`config.mk`:
```
export PLATFORM = sky130hd
export DESIGN_NAME = seq_divider_flat
export DESIGN_NICKNAME = d
export VERILOG_FILES = /design/src/rtl/seq_divider_pkg.sv /design/src/rtl/seq_divider_if.sv /design/src/rtl/seq_divider_div_step.sv /design/src/rtl/seq_divider.sv /design/src/flat_wrapper.sv
export SDC_FILE = /design/constraint.sdc
export NUM_CORES = 1
export LEC_CHECK = 0
export CAP_MARGIN = 20
export CORE_AREA = 2 2 88 90
export DETAILED_ROUTE_END_ITERATION = 7
export DIE_AREA = 0 0 90 92
export GPL_TIMING_DRIVEN = 0
export PLACE_DENSITY = 0.76
export SETUP_SLACK_MARGIN = 0.2
export SYNTH_ARGS = -nofsm -noshare
export SYNTH_HDL_FRONTEND = slang
export SYNTH_SLANG_ARGS = --single-unit
```
`constraint.sdc`:
```
create_clock -name clk_i -period 2.2 [get_ports clk_i]
set_clock_uncertainty 0.05 [all_clocks]
set_input_delay 0.22 -clock clk_i [delete_from_list [all_inputs] [get_ports clk_i]]
set_output_delay 0.22 -clock clk_i [all_outputs]
set_load 0.01 [all_outputs]
```
`src/rtl/seq_divider_pkg.sv`:
```
// Shared ALU constants for the sequential divider: default operand width,
// FSM state encodings and the iteration-counter sizing helper.
package seq_divider_pkg;

  localparam int DIV_WIDTH = 16;

  typedef enum logic [1:0] {
    ST_IDLE = 2'd0,
    ST_RUN  = 2'd1,
    ST_FIN  = 2'd2
  } div_state_e;

  // Counter must be able to hold WIDTH itself, hence one bit more than clog2.
  function automatic int cnt_width(input int width);
    return $clog2(width) + 1;
  endfunction

endpackage

```
`src/rtl/seq_divider_if.sv`:
```
// Request/result bundle of the sequential divider; the master drives operands
// and START, the slave (the divider) returns quotient, remainder and status.
interface seq_divider_if import seq_divider_pkg::*; #(
  parameter int WIDTH = DIV_WIDTH
) ();

  logic             start;
  logic [WIDTH-1:0] dividend;
  logic [WIDTH-1:0] divisor;
  logic [WIDTH-1:0] quot;
  logic [WIDTH-1:0] rem;
  logic             busy;
  logic             done;
  logic             div_by_zero;

  modport master (
    output start, dividend, divisor,
    input  quot, rem, busy, done, div_by_zero
  );

  modport slave (
    input  start, dividend, divisor,
    output quot, rem, busy, done, div_by_zero
  );

endinterface

```
`src/rtl/seq_divider_div_step.sv`:
```
// One combinational restoring-division step: shift {rem, quot} left, try to
// subtract the divisor from the widened remainder, keep the result if no borrow.
module seq_divider_div_step import seq_divider_pkg::*; #(
  parameter int WIDTH = DIV_WIDTH
) (
  input  logic [WIDTH-1:0] rem_i,
  input  logic [WIDTH-1:0] quot_i,
  input  logic [WIDTH-1:0] divisor_i,
  output logic [WIDTH-1:0] rem_o,
  output logic [WIDTH-1:0] quot_o
);

  localparam int AW = WIDTH + 1;

  // Plain adder with carry-in; subtraction is a + ~b + 1 and carry-out means no borrow.
  function automatic logic [AW:0] adder(input logic [AW-1:0] a,
                                        input logic [AW-1:0] b,
                                        input logic          cin);
    return {1'b0, a} + {1'b0, b} + {{AW{1'b0}}, cin};
  endfunction

  logic [AW-1:0]    rem_sh_s;
  logic [WIDTH-1:0] quot_sh_s;
  logic [AW:0]      sum_s;
  logic             no_borrow_s;
  logic             trial_top_unused_s;

  // The shifted remainder can reach 2*divisor-1, so the trial runs at WIDTH+1 bits.
  always_comb begin
    rem_sh_s           = {rem_i, quot_i[WIDTH-1]};
    quot_sh_s          = {quot_i[WIDTH-2:0], 1'b0};
    sum_s              = adder(rem_sh_s, ~{1'b0, divisor_i}, 1'b1);
    no_borrow_s        = sum_s[AW];
    trial_top_unused_s = sum_s[WIDTH];
    if (no_borrow_s) begin
      rem_o  = sum_s[WIDTH-1:0];
      quot_o = {quot_i[WIDTH-2:0], 1'b1};
    end else begin
      rem_o  = rem_sh_s[WIDTH-1:0];
      quot_o = quot_sh_s;
    end
  end

endmodule

```
`src/rtl/seq_divider.sv`:
```
// Sequential unsigned restoring divider: one quotient bit per RUN cycle,
// a one-cycle DONE in FIN, and a short-cut to FIN on a zero divisor.
module seq_divider import seq_divider_pkg::*; #(
  parameter int WIDTH = DIV_WIDTH
) (
  input logic          clk_i,
  input logic          rst_i,
  seq_divider_if.slave div_bus
);

  localparam int CNT_W = cnt_width(WIDTH);

  div_state_e       state_q, state_d;
  logic [WIDTH-1:0] quot_q, quot_d;
  logic [WIDTH-1:0] rem_q, rem_d;
  logic [WIDTH-1:0] dvsr_q, dvsr_d;
  logic [CNT_W-1:0] cnt_q, cnt_d;
  logic             busy_q, busy_d;
  logic             done_q, done_d;
  logic             dbz_q, dbz_d;

  logic [WIDTH-1:0] step_rem_s;
  logic [WIDTH-1:0] step_quot_s;

  seq_divider_div_step #(.WIDTH(WIDTH)) u_step (
    .rem_i     (rem_q),
    .quot_i    (quot_q),
    .divisor_i (dvsr_q),
    .rem_o     (step_rem_s),
    .quot_o    (step_quot_s)
  );

  // Next-state and datapath update; START is only honoured outside RUN.
  always_comb begin
    state_d = state_q;
    quot_d  = quot_q;
    rem_d   = rem_q;
    dvsr_d  = dvsr_q;
    cnt_d   = cnt_q;
    dbz_d   = dbz_q;
    case (state_q)
      ST_IDLE, ST_FIN: begin
        if (div_bus.start) begin
          cnt_d = {CNT_W{1'b0}};
          if (div_bus.divisor == {WIDTH{1'b0}}) begin
            state_d = ST_FIN;
            quot_d  = {WIDTH{1'b1}};
            rem_d   = div_bus.dividend;
            dvsr_d  = {WIDTH{1'b0}};
            dbz_d   = 1'b1;
          end else begin
            state_d = ST_RUN;
            quot_d  = div_bus.dividend;
            rem_d   = {WIDTH{1'b0}};
            dvsr_d  = div_bus.divisor;
            dbz_d   = 1'b0;
          end
        end else begin
          state_d = ST_IDLE;
        end
      end
      ST_RUN: begin
        quot_d = step_quot_s;
        rem_d  = step_rem_s;
        cnt_d  = cnt_q + CNT_W'(1);
        if (cnt_q == CNT_W'(WIDTH - 1)) begin
          state_d = ST_FIN;
        end else begin
          state_d = ST_RUN;
        end
      end
      default: begin
        state_d = ST_IDLE;
      end
    endcase
    busy_d = (state_d == ST_RUN);
    done_d = (state_d == ST_FIN);
  end

  // State and result registers with synchronous reset taking priority over START.
  always_ff @(posedge clk_i) begin
    if (rst_i) begin
      state_q <= ST_IDLE;
      quot_q  <= {WIDTH{1'b0}};
      rem_q   <= {WIDTH{1'b0}};
      dvsr_q  <= {WIDTH{1'b0}};
      cnt_q   <= {CNT_W{1'b0}};
      busy_q  <= 1'b0;
      done_q  <= 1'b0;
      dbz_q   <= 1'b0;
    end else begin
      state_q <= state_d;
      quot_q  <= quot_d;
      rem_q   <= rem_d;
      dvsr_q  <= dvsr_d;
      cnt_q   <= cnt_d;
      busy_q  <= busy_d;
      done_q  <= done_d;
      dbz_q   <= dbz_d;
    end
  end

  assign div_bus.quot        = quot_q;
  assign div_bus.rem         = rem_q;
  assign div_bus.busy        = busy_q;
  assign div_bus.done        = done_q;
  assign div_bus.div_by_zero = dbz_q;

endmodule

```
`src/flat_wrapper.sv`:
```
// flat-port wrapper written by rule: the top's interface ports become plain ports
module seq_divider_flat import seq_divider_pkg::*;
#(
  parameter int WIDTH = DIV_WIDTH
)
  (clk_i, rst_i, div_bus_start, div_bus_dividend, div_bus_divisor, div_bus_quot, div_bus_rem, div_bus_busy, div_bus_done, div_bus_div_by_zero);
  seq_divider_if #(.WIDTH(WIDTH)) div_bus_i ();
  input logic clk_i;
  input logic rst_i;
  input wire logic [$bits(div_bus_i.start)-1:0] div_bus_start;
  input wire logic [$bits(div_bus_i.dividend)-1:0] div_bus_dividend;
  input wire logic [$bits(div_bus_i.divisor)-1:0] div_bus_divisor;
  output wire logic [$bits(div_bus_i.quot)-1:0] div_bus_quot;
  output wire logic [$bits(div_bus_i.rem)-1:0] div_bus_rem;
  output wire logic [$bits(div_bus_i.busy)-1:0] div_bus_busy;
  output wire logic [$bits(div_bus_i.done)-1:0] div_bus_done;
  output wire logic [$bits(div_bus_i.div_by_zero)-1:0] div_bus_div_by_zero;
  assign div_bus_i.start = div_bus_start;
  assign div_bus_i.dividend = div_bus_dividend;
  assign div_bus_i.divisor = div_bus_divisor;
  assign div_bus_quot = div_bus_i.quot;
  assign div_bus_rem = div_bus_i.rem;
  assign div_bus_busy = div_bus_i.busy;
  assign div_bus_done = div_bus_i.done;
  assign div_bus_div_by_zero = div_bus_i.div_by_zero;
  seq_divider #(.WIDTH(WIDTH)) u_core (.clk_i(clk_i), .rst_i(rst_i), .div_bus(div_bus_i));
endmodule
```
== After elaboration in Yosys (flattened, before gate mapping) ==
Cells that the tools add are included.
Storage, ports and cells
  bits in registers: 58
  bits of input ports: 35
  output and inout port bits: 35
Cells by class
  add/subtract/negate cells: 3
  equality and inequality tests: 6
  multiplexer cells: 16
  bitwise logic cells: 1
  reductions and logical operators: 6
Operator list (count)
  16-bit two-way mux: 6
  16-bit one-hot mux with 2 select lines: 2
  17-bit by 17-bit adder with 18-bit output: 1
  18-bit by 1-bit adder with 18-bit output (second input constant): 1
  16-bit inverter with 17-bit output: 1
  16-bit logical NOT: 1
  5-bit one-hot mux with 2 select lines: 1
  2-bit two-way mux: 3
  5-bit by 1-bit adder with 5-bit output (second input constant): 1
  5-bit by 4-bit equality test with 1-bit output (second input constant): 1
  5-bit two-way mux: 1
  2-bit by 1-bit equality test with 1-bit output (second input constant): 2
  2-bit equality test (second input constant): 2
  2-bit one-hot mux with 2 select lines: 1
  2-bit AND reduction: 2
  2-bit logical NOT: 1
  1-bit two-way mux: 2
  2-bit != test (second input constant): 1
  2-bit nonzero test: 1
  2-bit OR reduction: 1

== Depth between registers and ports, before layout ==
Gate-level depths: netlist of run 1.
  depth after elaboration: 5
  gate-level depth with buffers: 10
  mapped depth without buffers: 9

== Cells and area by module ==
Synthesis of run 1 repeated with hierarchy kept, for this count alone.
Unflattened totals
  cell total of the unflattened synthesis: 463
  area, all modules: 3659.8 um^2
By module, submodules not included
  seq_divider: instances 1, cells an instance 284, area an instance 2423.6 um^2, seq. area each 1161.1 um^2
  seq_divider_div_step: instances 1, cells an instance 179, area an instance 1236.2 um^2, seq. area each 0.0 um^2

== Least setup slack after synthesis of run 1 ==
OpenSTA, ideal clock, no wires.
  kind: register to register
  from: register u_core.rem_q[13] (netlist: u_core.div_bus.rem[13])
  to: register u_core.rem_q[10] (netlist: u_core.div_bus.rem[10])
  library setup time: 122 ps
  arrival time: 2206 ps
  data required time: 2028 ps
  slack: -178 ps
  cell stages (with the launch flop): 9
  period minus slack after synthesis: 2378 ps
  cell sequence: dfxtp_1 ha_1 buf_6 a21o_1 and2_1 or3_4 a41oi_2 nand2_4 a311o_1
Between the ends
  word-level cells in the longest chain between the ends: 4
Ends and longest elaborated chain
  start: declaration: RTL line seq_divider.sv:15  | logic [WIDTH-1:0] rem_q, rem_d;
  start signal: assignment: RTL line seq_divider.sv:85  | rem_q <= {WIDTH{1'b0}};
  start signal: assignment: RTL line seq_divider.sv:94  | rem_q <= rem_d;
  17-bit by 17-bit adder with 18-bit output: RTL line seq_divider_div_step.sv:19  | return {1'b0, a} + {1'b0, b} + {{AW{1'b0}}, cin};
  18-bit by 1-bit adder with 18-bit output: RTL line seq_divider_div_step.sv:19
  16-bit two-way mux: RTL line seq_divider_div_step.sv:35  | if (no_borrow_s) begin
  16-bit one-hot mux with 2 select lines: RTL line seq_divider.sv:41  | case (state_q)
No other way between the ends.
A chain may end at the register's enable or synchronous reset.

== Worst setup path after layout of run 1 ==
  from: register u_core.rem_q[13] (netlist: u_core.div_bus.rem[13])
  to: register u_core.rem_q[2] (netlist: u_core.div_bus.rem[2])
The elaborated chain is that of the path after synthesis.

==> results of run 1 <==
==> critical path: cells and delay by family, from the launching register on <==
family | cells | cell delay (ns)
simple gates | 2 | 0.50
compound gates | 4 | 0.84
buf+inv | 2 | 0.25
fa+ha+maj | 1 | 0.23
flops | 1 | 0.36
==> placed cells by master, fill, tap and decap left out, types with 4 or more instances in the layout <==
cell type,instances
clkbuf_8,9
buf_6,6
o21ai_0,6
o22ai_1,16
clkdlybuf4s50_1,68
nor2_1,38
a21oi_2,4
buf_4,21
nor4_1,4
ha_4,8
nand3_1,8
clkbuf_2,7
a211oi_1,10
nand2_1,64
a22oi_1,11
o211ai_1,8
inv_1,16
clkbuf_1,16
a21o_1,6
o221ai_1,5
xnor2_1,9
dfxtp_2,9
nand2b_1,4
nor3_1,10
dfxtp_1,48
o21a_1,4
ha_1,10
xor2_1,4
a21oi_1,33
==> layer usage <==
layer  routed length [um]  up-vias  global-route usage [%]  part of all wire, %
li1                     -     1774                       -                    -
met1                 4860     1790                    34.0                   42
met2                 5500      158                    47.3                   48
met3                  765       45                    6.41                  6.6
met4                  442        0                    12.7                  3.8
met5                    0        -                       0                    0
==> power by group <==
part / switching [mW] / internal [mW]
clock: 0.423 / 0.399
combinational: 3.03 / 2.83
sequential: 0.234 / 1.24
total: 3.68 / 4.47
==> flip-flops by register name, indices dropped and copies added (netlist names) <==
| register | flops |
|---|---|
| u_core.dvsr_q | 16 |
| u_core.div_bus.done | 1 |
| u_core.cnt_q | 5 |
| u_core.div_bus.rem | 16 |
| u_core.div_bus.quot | 16 |
| u_core.div_bus.busy | 1 |
| u_core.state_q | 2 |
| u_core.div_bus.div_by_zero | 1 |
==> layout make-up <==
cell class | count | share of cell area, %
Clock buffer | 12 | 2.79
Tap cell | 102 | 2.63
Sequential cell | 58 | 24.3
Timing Repair Buffer | 93 | 18.4
Buffer | 27 | 3.07
Inverter | 20 | 1.60
Multi-Input combinational cell | 324 | 46.8
Clock inverter | 3 | 0.362
==> cell usage after synthesis (all sizes together), types with 7 or more instances <==
cell,count,area share [%]
nor2,39,4.3
xnor2,9,2.3
nand2,67,7.7
o21ai,11,1.7
dfxtp,58,34
a21oi,38,5.6
ha,18,6.7
o22ai,16,3.0
nand3,9,1.3
clkbuf,21,2.3
nor3,11,1.6
o221ai,7,1.8
o211ai,8,1.8
inv,20,2.2
a211oi,10,2.2
a22oi,11,2.4
==> what timing repair did <==
item                                   CTS  global route
gates resized for setup                 46            22
buffers inserted                        16             8
setup endpoints to repair               29            47
gates cloned                             1             0
pin swaps                               15             6
endpoints found under the hold margin    0             0
==> final timing paths <==
| check | startpoint | endpoint | depth (start not counted) |
|---|---|---|---|
| worst max register to register | u_core.div_bus.rem[13] | u_core.div_bus.rem[2] | 9 |
| worst min-delay path | rst_i | u_core.div_bus.rem[8] | 3 |
| worst min register to register | u_core.dvsr_q[6] | u_core.dvsr_q[6] | 2 |
| worst max-delay path | u_core.div_bus.rem[13] | u_core.div_bus.rem[2] | 9 |
==> logic make-up (layout without fill, tap and decap cells) <==
kind of cell             after synthesis  after routing  share of synthesized area [%]
adder cells (fa/ha/maj)               19             19                           7.25
XOR/XNOR                              13             13                           3.37
buffers and inverters                 47            155                           5.81
AND/OR/NAND/NOR                      152            152                           20.0
AO/OA/AOI/OAI                        140            140                           29.2
flip-flops                            58             58                           34.3
==> reports/metrics.csv, run 1 <==
metric,value,unit
outcome,"finished, violations left",
violations,setup timing,
fin_crit,2.38,ns
ys_seq_area_share,34.3,%
num_vias,3767,
synth_cell_types,55,
max_stage_delay,0.36,ns
endpoint_kind,flip-flop,
hp-class,in2reg,
ir_drop,0.888,mV
dieArea,8280,um^2
clk_pin_slew_worst_paths,0.07,ns
fin_util,65.1,%
dp_hpwl,8010,um
fin_area,4840,um^2
grt_max_degree,11,
cp.required,2.34,ns
fmax,420,MHz
power.leakage,1.84,nW
via_per_inst,5.90,
synth_edf_count,0,
crit_type,reg2reg,
cts_buffer_depth,2,
syn-mean-instance-area,7.89,um^2
port_buffers,68,
slew_violations,0,
cts_root_buf,clkbuf_8,
max_slew_margin,51.0,%
num_rows,32,
final.setup.tns,-1.99,ns
rsz0062_at_grt,true,
routed_wl,11600,um
cts.sinks,58,
fin_hold_ws,0.323,ns
grt-ovfl-total,0,
groute.usage.overall,28.0,%
total_power,8.15,mW
ys.flop_type,dfxtp_1,
setup_ws,-0.184,ns
clk_latency,0.35,ns
finalNetCount,587,
die_y,92,um
ant_nets,0,
globalplace.congestion,0.922,
cts_max_level,3,
grt_pass1_wl,18300,um
drc,0,
dpl_cell_area,4240,um^2
startpoint_type,flip-flop,
pre_cts_slack,-0.720,ns
multi_input_area,2270,um^2
hold_violations,0,
layout.cells.non_filler,639,
ios,70,
drv_cap,0,
setup_viol,17,
synthCells,429,
cp_max_fo,5,
cpMostUsedCell,buf_6,
worstPathCellList,"ha_4, buf_6, a21o_1, and2_4, or3_4, a41o_4, buf_6, o211ai_1, o221ai_1",
area_growth,43.2,%
drive_gt1_share,19.2,%
drt_iter0_drc,306,
cts_tree,done,
post-place-cells,599,
fill_cells,684,
seq_area,1180,um^2
worstMarginPinSlew,0.735,ns
slowest_stage,dfxtp_4,
yosysWarnings,0,
hold_buffers,0,
synth_nets,483,
async_flop_share,0,%
numCtsBuffers,9,
dieWidth,90,um
synth_area,3380,um^2
post_drt_wl_per_cell,18.1,um
r2r_slack,-0.18,ns
core,7450,um^2
min_period_over_period,108,%
critPathArrivalTime,2.53,ns
start_util,45.4,%
antenna_found_initial,0,
powerDensity,1680,nW/um^2
synth_seq_cells,58,
dr.pass1.iters,6,
grt_pass1_vias,3654,
antenna_cells,0,
Power figures use the tool's default switching activity.
==> run 2: changes to the inputs <==
--- a/config.mk
+++ b/config.mk
@@ -5,10 +5,11 @@
 export SDC_FILE = /design/constraint.sdc
 export NUM_CORES = 1
 export LEC_CHECK = 0
+export ABC_CLOCK_PERIOD_IN_PS = 2200
 export CAP_MARGIN = 20
-export CORE_AREA = 2 2 88 90
+export CORE_AREA = 2 2 113 71
 export DETAILED_ROUTE_END_ITERATION = 7
-export DIE_AREA = 0 0 90 92
+export DIE_AREA = 0 0 115 73
 export GPL_TIMING_DRIVEN = 0
 export PLACE_DENSITY = 0.76
 export SETUP_SLACK_MARGIN = 0.2
==> run 2 against run 1 <==
The run still ends with setup timing left. Via count is 0.53% higher. Non-clock buffer count is 2 lower. Sequential power hardly changed. Sequential share of layout area is 0.98 points lower. Highest routed layer unchanged. Critical path type unchanged. Fmax is 2.1% lower. Hold slack better by 0.032 ns.
==> reports/metrics.csv, run 2 (synthesis results as in run 1) <==
metric,value,unit
outcome,"finished, violations left",
violations,setup timing,
routed_wl,11700,um
num_rows,25,
cts.sinks,58,
rr_worst_depth,11,
groute.usage.overall,28.6,%
clk_pin_slew_worst_paths,0.05,ns
antenna_cells,0,
cts_tree,done,
worstMarginPinSlew,0.653,ns
powerDensity,1800,nW/um^2
startpoint_type,flip-flop,
setup_ws,-0.234,ns
r2r-start,u_core.dvsr_q[14],
r2r_slack,-0.23,ns
dpl_cell_area,4230,um^2
grt_max_degree,12,
post_drt_wl_per_cell,18.6,um
hp-class,in2reg,
port_buffers,68,
ir_drop,0.830,mV
core,7510,um^2
final_cell_mix,"68 x clkdlybuf4s50_1, 64 x nand2_1, 50 x dfxtp_1, 38 x nor2_1, 33 x a21oi_1",
slew_violations,0,
drive_gt1_share,20.1,%
layout_commonest_cell,clkdlybuf4s50_1,
critPathArrivalTime,2.61,ns
cp_max_fo,3,
start_util,45.1,%
cts_max_level,3,
min_to,u_core.div_bus.rem[0],
max_slew_margin,56.4,%
cp.required,2.38,ns
layout.cells.non_filler,630,
numCtsBuffers,9,
drc,0,
fill_cells,618,
dieWidth,115,um
rsz0062_at_grt,true,
antenna_found_initial,0,
r2r-end,u_core.div_bus.rem[0],
cts_root_buf,clkbuf_16,
via_per_inst,6.01,
grt_pass1_vias,3583,
crit_type,reg2reg,
clk_latency,0.33,ns
post-place-cells,591,
worstHoldStart,rst_i,
cpMostUsedCell,buf_6,
power.leakage,1.93,nW
drt_iter0_drc,466,
cp.buffers_inverters,4,
hold_buffers,0,
fin_crit,2.43,ns
grt_pass1_wl,18200,um
num_vias,3787,
area_growth,48.9,%
dieArea,8400,um^2
setup_viol,17,
die_y,73,um
fin_area,5040,um^2
globalplace.congestion,0.953,
grt-ovfl-total,0,
crit_family,compound AO/OA/AOI/OAI gates,
whs_path_depth,3,
slowest_stage,or3_4,
worstPathCellList,"inv_2, ha_4, buf_6, a21o_1, and2_4, or3_4, buf_4, a41oi_4, buf_6, nand3_2, a32o_1",
fmax,411,MHz
finalNetCount,585,
min_period_over_period,111,%
ios,70,
dp_hpwl,8320,um
dr.pass1.iters,5,
ant_nets,0,
max_stage_delay,0.37,ns
endpoint_kind,flip-flop,
cts_buffer_depth,2,
hold_violations,0,
drv_cap,0,
## run 2: how the worst max path moves through the flow
stage,startpoint,to,slack (ns),cells after the start
after floorplan,u_core.dvsr_q[14],u_core.div_bus.rem[2],-0.06,10
after global placement,div_bus_divisor[10],u_core.div_bus.rem[13],-0.57,9
after detailed placement,div_bus_divisor[10],u_core.div_bus.rem[13],-0.59,9
after CTS,u_core.dvsr_q[14],u_core.div_bus.rem[7],-0.19,10
after global routing,u_core.dvsr_q[14],u_core.div_bus.rem[5],-0.30,11
final,u_core.dvsr_q[14],u_core.div_bus.rem[0],-0.23,11
## run 2: layer usage
metal | share of wire, % | track usage (%) | vias up | wire [um]
li1 | - | - | 1771 | -
met1 | 43 | 40.2 | 1796 | 5080
met2 | 44 | 43.5 | 199 | 5160
met3 | 11 | 7.48 | 21 | 1300
met4 | 1.7 | 7.76 | 0 | 196
met5 | 0 | 0 | - | 0
## run 2: layout make-up
cell class / count / area [um^2] / area share, %
clock buffer: 10 / 239 / 4.74
clock inverter: 6 / 87.6 / 1.74
tap: 94 / 118 / 2.33
sequential: 58 / 1170 / 23.3
timing repair buffer: 91 / 893 / 17.7
inverter: 20 / 75.1 / 1.49
multi-input combinational: 324 / 2300 / 45.7
buffer: 27 / 150 / 2.98
## run 2: per-stage QoR
stage / TNS, ns / hold slack (ns) / worst slack (ns) / power (mW) / utilization (%)
CTS: -1.59 / 0.324 / -0.185 / 8.61 / 66.0
finish: -2.90 / 0.355 / -0.234 / 9.08 / 67.1
global route: -3.94 / 0.398 / -0.298 / 9.49 / 67.1
global placement: -8.20 / 0.395 / -0.569 / 5.46 / 56.3
detailed placement: -8.83 / 0.400 / -0.591 / 5.51 / 56.3
floorplan: -0.494 / 0.298 / -0.0566 / 4.32 / -
## run 2: what timing repair did
action,CTS,global route
setup endpoints to repair,29,39
buffers inserted,19,4
cloned,0,0
resized for setup,54,18
pin swaps,20,5
## run 2: power by group
group	switching [mW]	internal, mW
Combinational	3.05	3.01
Sequential	0.243	1.24
Clock	0.518	1.02
Total	3.81	5.27
## run 2: tightest hold or removal path, cell delays in order
cell	delay [ns]
clkbuf_1	0.15
inv_1	0.20
a32o_1	0.15
